<file path="config.mk">
export PLATFORM = sky130hd
export DESIGN_NAME = write_back_stage
export DESIGN_NICKNAME = d
export VERILOG_FILES = /design/src/rtl/write_back_stage.sv
export SDC_FILE = /design/constraint.sdc
export NUM_CORES = 2
export LEC_CHECK = 0
export CORE_MARGIN = 1.5
export CORE_UTILIZATION = 30
export CTS_CLUSTER_DIAMETER = 200
export CTS_CLUSTER_SIZE = 10
export DETAILED_ROUTE_END_ITERATION = 16
export PLACE_DENSITY = 0.44
export SYNTH_ARGS = -nofsm -noshare
export SYNTH_HDL_FRONTEND = slang
export SYNTH_SLANG_ARGS = --single-unit
</file>
<file path="constraint.sdc">
create_clock -name clk -period 3.15 [get_ports clk]
set_input_delay 0.63 -clock clk [delete_from_list [all_inputs] [get_ports clk]]
set_output_delay 0.63 -clock clk [all_outputs]
set_load 0.02 [all_outputs]
</file>
<file path="src/rtl/write_back_stage.sv">
// ---------------------------------------------------------------------------
// write_back_stage
//
// Final pipeline stage and architectural register file. Selects the value to
// retire (load data or ALU result), commits it to a 32 x 32-bit register file,
// exposes two combinational read ports for decode, a registered forwarding
// tap for execute-stage hazard logic, and a retired-write counter for debug.
//
// Optional feature macro: WB_BYPASS_EN
//   defined   -> read ports forward the in-flight write value when the read
//                address matches a nonzero, enabled destination.
//   undefined -> read ports return stored contents only.
//
// Ports:
//   clk                 pipeline clock, rising-edge state updates
//   resetN              asynchronous active-low reset
//   writeBackControlIn  [1] regWrite, [0] memToReg
//   readData            load data from memory stage
//   resultIn            ALU result from memory stage
//   rdIn                destination register
//   hold                stall, freezes all state
//   rsAddr / rtAddr     decode read port addresses
//   rsData / rtData     decode read port data (combinational)
//   wbRegWrite          registered: last committed cycle wrote a register
//   wbRd                registered: destination of last commit
//   wbData              registered: value of last commit
//   retireCount         register writes committed since reset
// ---------------------------------------------------------------------------
module write_back_stage #(
    parameter int DATA_WIDTH  = 32,
    parameter int REG_COUNT   = 32,
    parameter int COUNT_WIDTH = 32
) (
    input  logic                   clk,
    input  logic                   resetN,
    input  logic [1:0]             writeBackControlIn,
    input  logic [DATA_WIDTH-1:0]  readData,
    input  logic [DATA_WIDTH-1:0]  resultIn,
    input  logic [4:0]             rdIn,
    input  logic                   hold,
    input  logic [4:0]             rsAddr,
    input  logic [4:0]             rtAddr,
    output logic [DATA_WIDTH-1:0]  rsData,
    output logic [DATA_WIDTH-1:0]  rtData,
    output logic                   wbRegWrite,
    output logic [4:0]             wbRd,
    output logic [DATA_WIDTH-1:0]  wbData,
    output logic [COUNT_WIDTH-1:0] retireCount
);

    logic [DATA_WIDTH-1:0] regs [REG_COUNT];

    logic                  reg_write;
    logic                  mem_to_reg;
    logic [DATA_WIDTH-1:0] write_value;
    logic                  write_en;

    assign reg_write  = writeBackControlIn[1];
    assign mem_to_reg = writeBackControlIn[0];

    // A known select keeps an undefined readData out of the ALU path.
    assign write_value = mem_to_reg ? readData : resultIn;

    // Writes to r0 are dropped entirely, so they are also not counted.
    assign write_en = reg_write && !hold && (rdIn != 5'd0);

    // Read port lookup: r0 is hardwired to zero; optional same-cycle bypass.
    function automatic logic [DATA_WIDTH-1:0] read_port(input logic [4:0] addr);
        logic [DATA_WIDTH-1:0] value;
        if (addr == 5'd0) begin
            value = '0;
        end else begin
            value = regs[addr];
`ifdef WB_BYPASS_EN
            if (write_en && (addr == rdIn)) begin
                value = write_value;
            end
`endif
        end
        return value;
    endfunction

    assign rsData = read_port(rsAddr);
    assign rtData = read_port(rtAddr);

    // Commit stage: register file, forwarding tap and retire counter.
    always_ff @(posedge clk or negedge resetN) begin
        if (!resetN) begin
            for (int i = 0; i < REG_COUNT; i++) begin
                regs[i] <= '0;
            end
            wbRegWrite  <= 1'b0;
            wbRd        <= '0;
            wbData      <= '0;
            retireCount <= '0;
        end else if (write_en) begin
            regs[rdIn]  <= write_value;
            wbRegWrite  <= 1'b1;
            wbRd        <= rdIn;
            wbData      <= write_value;
            retireCount <= retireCount + {{(COUNT_WIDTH-1){1'b0}}, 1'b1};
        end else if (!hold) begin
            // Non-writing, non-held cycle: tap goes invalid, payload retained.
            wbRegWrite  <= 1'b0;
        end
    end

endmodule

</file>
==> flow_metrics.py <==
metrics = {
    "setup_path": {
        "crit_path_top_delay_cell": "nor4_4",
        "reg2regPathDepth": 4,
        "endpoint": "rsData[28]",
        "cp-start-kind": "input port",
        "crit_path_max_fanout": 13,
        "worstPathCellList": "buf_16, and2_4, buf_4, buf_12, buf_4, a221oi_4, a221oi_4, nor4_4, buf_12",
        "crit_path_end_kind": "output port",
        "r2r-end": "retireCount[31]",
        "r2r_setup_slack_ps": 1180,
        "startpoint": "rsAddr[1]",
        "worstPathArrival_ps": 2620,
        "r2r_start": "retireCount[11]",
        "crit_type": "input port to output port",
        "critPathRequiredTime_ps": 2520,
        "slowest_delay_ps": 580,
    },
    "floorplanning": {
        "start_util_pct": 30.2,
        "core_area_um2": 185000,
        "ios": 218,
        "die_area_um2": 189000,
        "fp-row-count": 158,
        "die_w_um": 435,
        "die_y_um": 435,
    },
    "yosys": {
        "synthCells": 5035,
        "avgSynthCellArea_um2": 11.1,
        "yosysWarnings": 0,
        "netlist_area_um2": 55900,
        "syn_nets": 5120,
        "ys_ff_latch": 1094,
        "synth_xor_area_share_pct": 0.486,
        "synth_compound_area_share_pct": 13.9,
        "synthSimpleGateAreaFrac_pct": 9.26,
        "synth_edf_count": 0,
        "synth_top_family_by_area": "multiplexers",
        "synthArstFlopShare_pct": 100,
        "synth_top_cell_by_area": "dfrtp_1",
        "synthDominantCellAreaShare_pct": 49.0,
        "synth_cell_type_count": 55,
        "synth_flop_cell": "dfrtp_1",
        "yosys.area_share.adder_pct": 0.0224,
        "synth.area.top_cells": "dfrtp_1, mux4_2, a21oi_1",
        "synth_seq_area_share_pct": 49.0,
        "yosys-mux-area-fraction_pct": 22.9,
    },
    "cells_and_area": {
        "design_area_um2": 72100,
        "drive_above_1_share_pct": 30.7,
        "final_util_pct": 38.9,
        "nNetsFinal": 5612,
        "syn_to_final_growth_pct": 29.0,
        "final_cells": 8014,
    },
    "power": {
        "switching_share_pct": 31.0,
        "clockPowerShare_pct": 30.9,
        "power_mw": 40.8,
        "powerDensity_nw_per_um2": 565,
        "power_leakage_nw": 30.7,
        "intPower_mw": 28.2,
        "worst_ir_drop_vdd_mv": 0.475,
        "combPwrFrac_pct": 24.7,
        "p_sw_mw": 12.6,
        "seqPwrFrac_pct": 44.4,
    },
    "placement": {
        "dpl-instance-area_um2": 65200,
        "dp_cells": 7736,
        "numPortBuffers": 217,
        "dpl_worst_slack_ps": -714,
        "hpwl_mm": 149,
        "place.gp.congestion": 0.836,
    },
    "clocking": {
        "cts_buffers": 119,
        "clk_pin_slew_worst_paths_ps": 60,
        "cts-root-buf": "clkbuf_16",
        "clkSinkCount": 1094,
        "htree_levels": 3,
        "cts_buffer_depth": 3,
        "cts_tree": "done",
        "clkLatencyLatePin_ps": 750,
    },
    "sta": {
        "fin_skew_ps": 18.5,
        "finalCritPeriodShare_pct": 103,
        "tns_ps": -377,
        "tightestPinTransition_ps": 887,
        "drv_slew": 0,
        "setup-violations-final": 11,
        "setup_ws_ps": -96.5,
        "fmax_mhz": 308,
        "hold_ws_ps": 385,
        "rsz0062_at_grt": "yes",
        "hold_violations": 0,
        "period_minus_slack_ps": 3250,
        "slew_headroom_pct": 40.9,
    },
    "drt": {
        "drt_wl_total_mm": 228,
        "drtAntennaViolNets": 0,
        "drc_errors": 0,
        "first_pass_iters": 5,
        "drtIter0Drc": 3638,
        "via_per_inst": 5.40,
        "wl_per_cell_um": 28.5,
        "via_count": 43200,
    },
    "global_route": {
        "overflow": 0,
        "grt_pass1_vias": 43900,
        "grt_pass1_wl_mm": 331,
        "grt_max_degree": 108,
        "grt_usage_pct": 23.9,
        "antenna_found_initial": 12,
    },
    "job": {
        "maxCapViolCount": 0,
    },
    "status": {
        "violations": "setup timing",
        "outcome": "complete, but fails checks",
    },
    "worst_hold_path": {
        "min_path_type": "input port to async pin",
    },
}
==> worst max-delay path: cells and delay by family <==
family,cells,cell delay (ps)
buf+inv,5,800
simple gates,2,740
compound gates,2,420
==> area by class of cell <==
| class | count | area (um^2) |
|---|---|---|
| antenna | 1 | 2.50 |
| clock buffer | 121 | 3030 |
| timing repair buffer | 919 | 10200 |
| sequential | 1094 | 27400 |
| tap | 2480 | 3100 |
| multi-input combinational | 3388 | 28400 |
| clock inverter | 6 | 96.3 |
| inverter | 5 | 18.8 |
| fill | 18000 | 113000 |
==> Yosys cell counts, types with 4 or more instances <==
cell and count:
dfrtp_1 1094, a21oi_1 565, nor2_1 553, o21ai_0 502, nand2_1 496, mux4_2 406, clkbuf_1 339, mux2i_1 233
buf_2 149, mux2_2 120, a221oi_1 88, a211oi_1 81, nor2b_1 52, buf_4 48, o22ai_1 44, a22oi_1 40
xnor2_1 29, nand3_1 25, a211o_1 20, nand4_1 19, or2_2 18, o31a_1 15, nor3_4 12, nand2b_1 8
a221o_1 6, a31oi_1 6, buf_1 6, or4_1 6, and3_1 5, buf_6 5, nor4_1 5, and2_1 4
inv_1 4
==> registers in the layout, summed over array words and instances (netlist names) <==
name and count:
regs 1024, retireCount 32, wbData 32, wbRd 5, wbRegWrite 1
==> power groups by stage <==
stage	registers, mW	logic (mW)	clock network, mW
global route	18.4	10.9	13.4
CTS	18.0	9.89	12.9
finish	18.1	10.1	12.6
global placement	18.2	8.84	0
detailed placement	18.3	8.95	0
floorplan	17.8	5.44	0
==> timing repair <==
item | in CTS | in global routing
gates cloned | 13 | 2
buffers inserted | 113 | 53
gates resized for setup | 429 | 86
hold buffers | 1 | 0
hold endpoints to repair | 29 | 0
pin swaps | 80 | 54
setup endpoints to repair | 64 | 52
==> worst min-delay path by stage <==
stage               startpoint         end
finish                  resetN   regs[405]
global route            resetN   regs[405]
CTS                     resetN   regs[405]
detailed placement  regs[1019]  regs[1019]
global placement    regs[1007]  regs[1007]
floorplan               resetN     regs[0]
==> metal layers <==
metal  global-route usage (%)  routed length (um)  up-vias
li1                         -                   -    19200
met1                     33.5              103000    22500
met2                     38.6              108000     1229
met3                     3.22               11500      261
met4                     6.94                6680        0
met5                        0                   0        -
==> cell usage in the layout (no fill, tap or decap), types with 41 or more instances in the layout <==
cell type        netlist  layout
mux4_2               406     406
buf_12                 0     151
buf_4                 48     508
o21ai_0              502     496
a221oi_1              88      41
buf_6                  5      64
a21oi_1              565     547
nand2_1              496     493
clkdlybuf4s50_1        0     141
clkbuf_16              0     123
mux2i_1              233     188
dfrtp_1             1094    1094
nor2b_1               52      48
mux2_2               120      84
nor2_1               553     549
==> kinds of logic (layout without fill, tap and decap cells) <==
logic type	Yosys count	in the layout
XOR/XNOR	31	31
AND/OR/NAND/NOR	1223	1223
multiplexers	759	759
adder cells (fa/ha/maj)	1	1
flip-flops	1094	1094
AO/OA/AOI/OAI	1374	1374
other	0	1
buffers and inverters	553	1051
(Power assumes the default switching activity.)
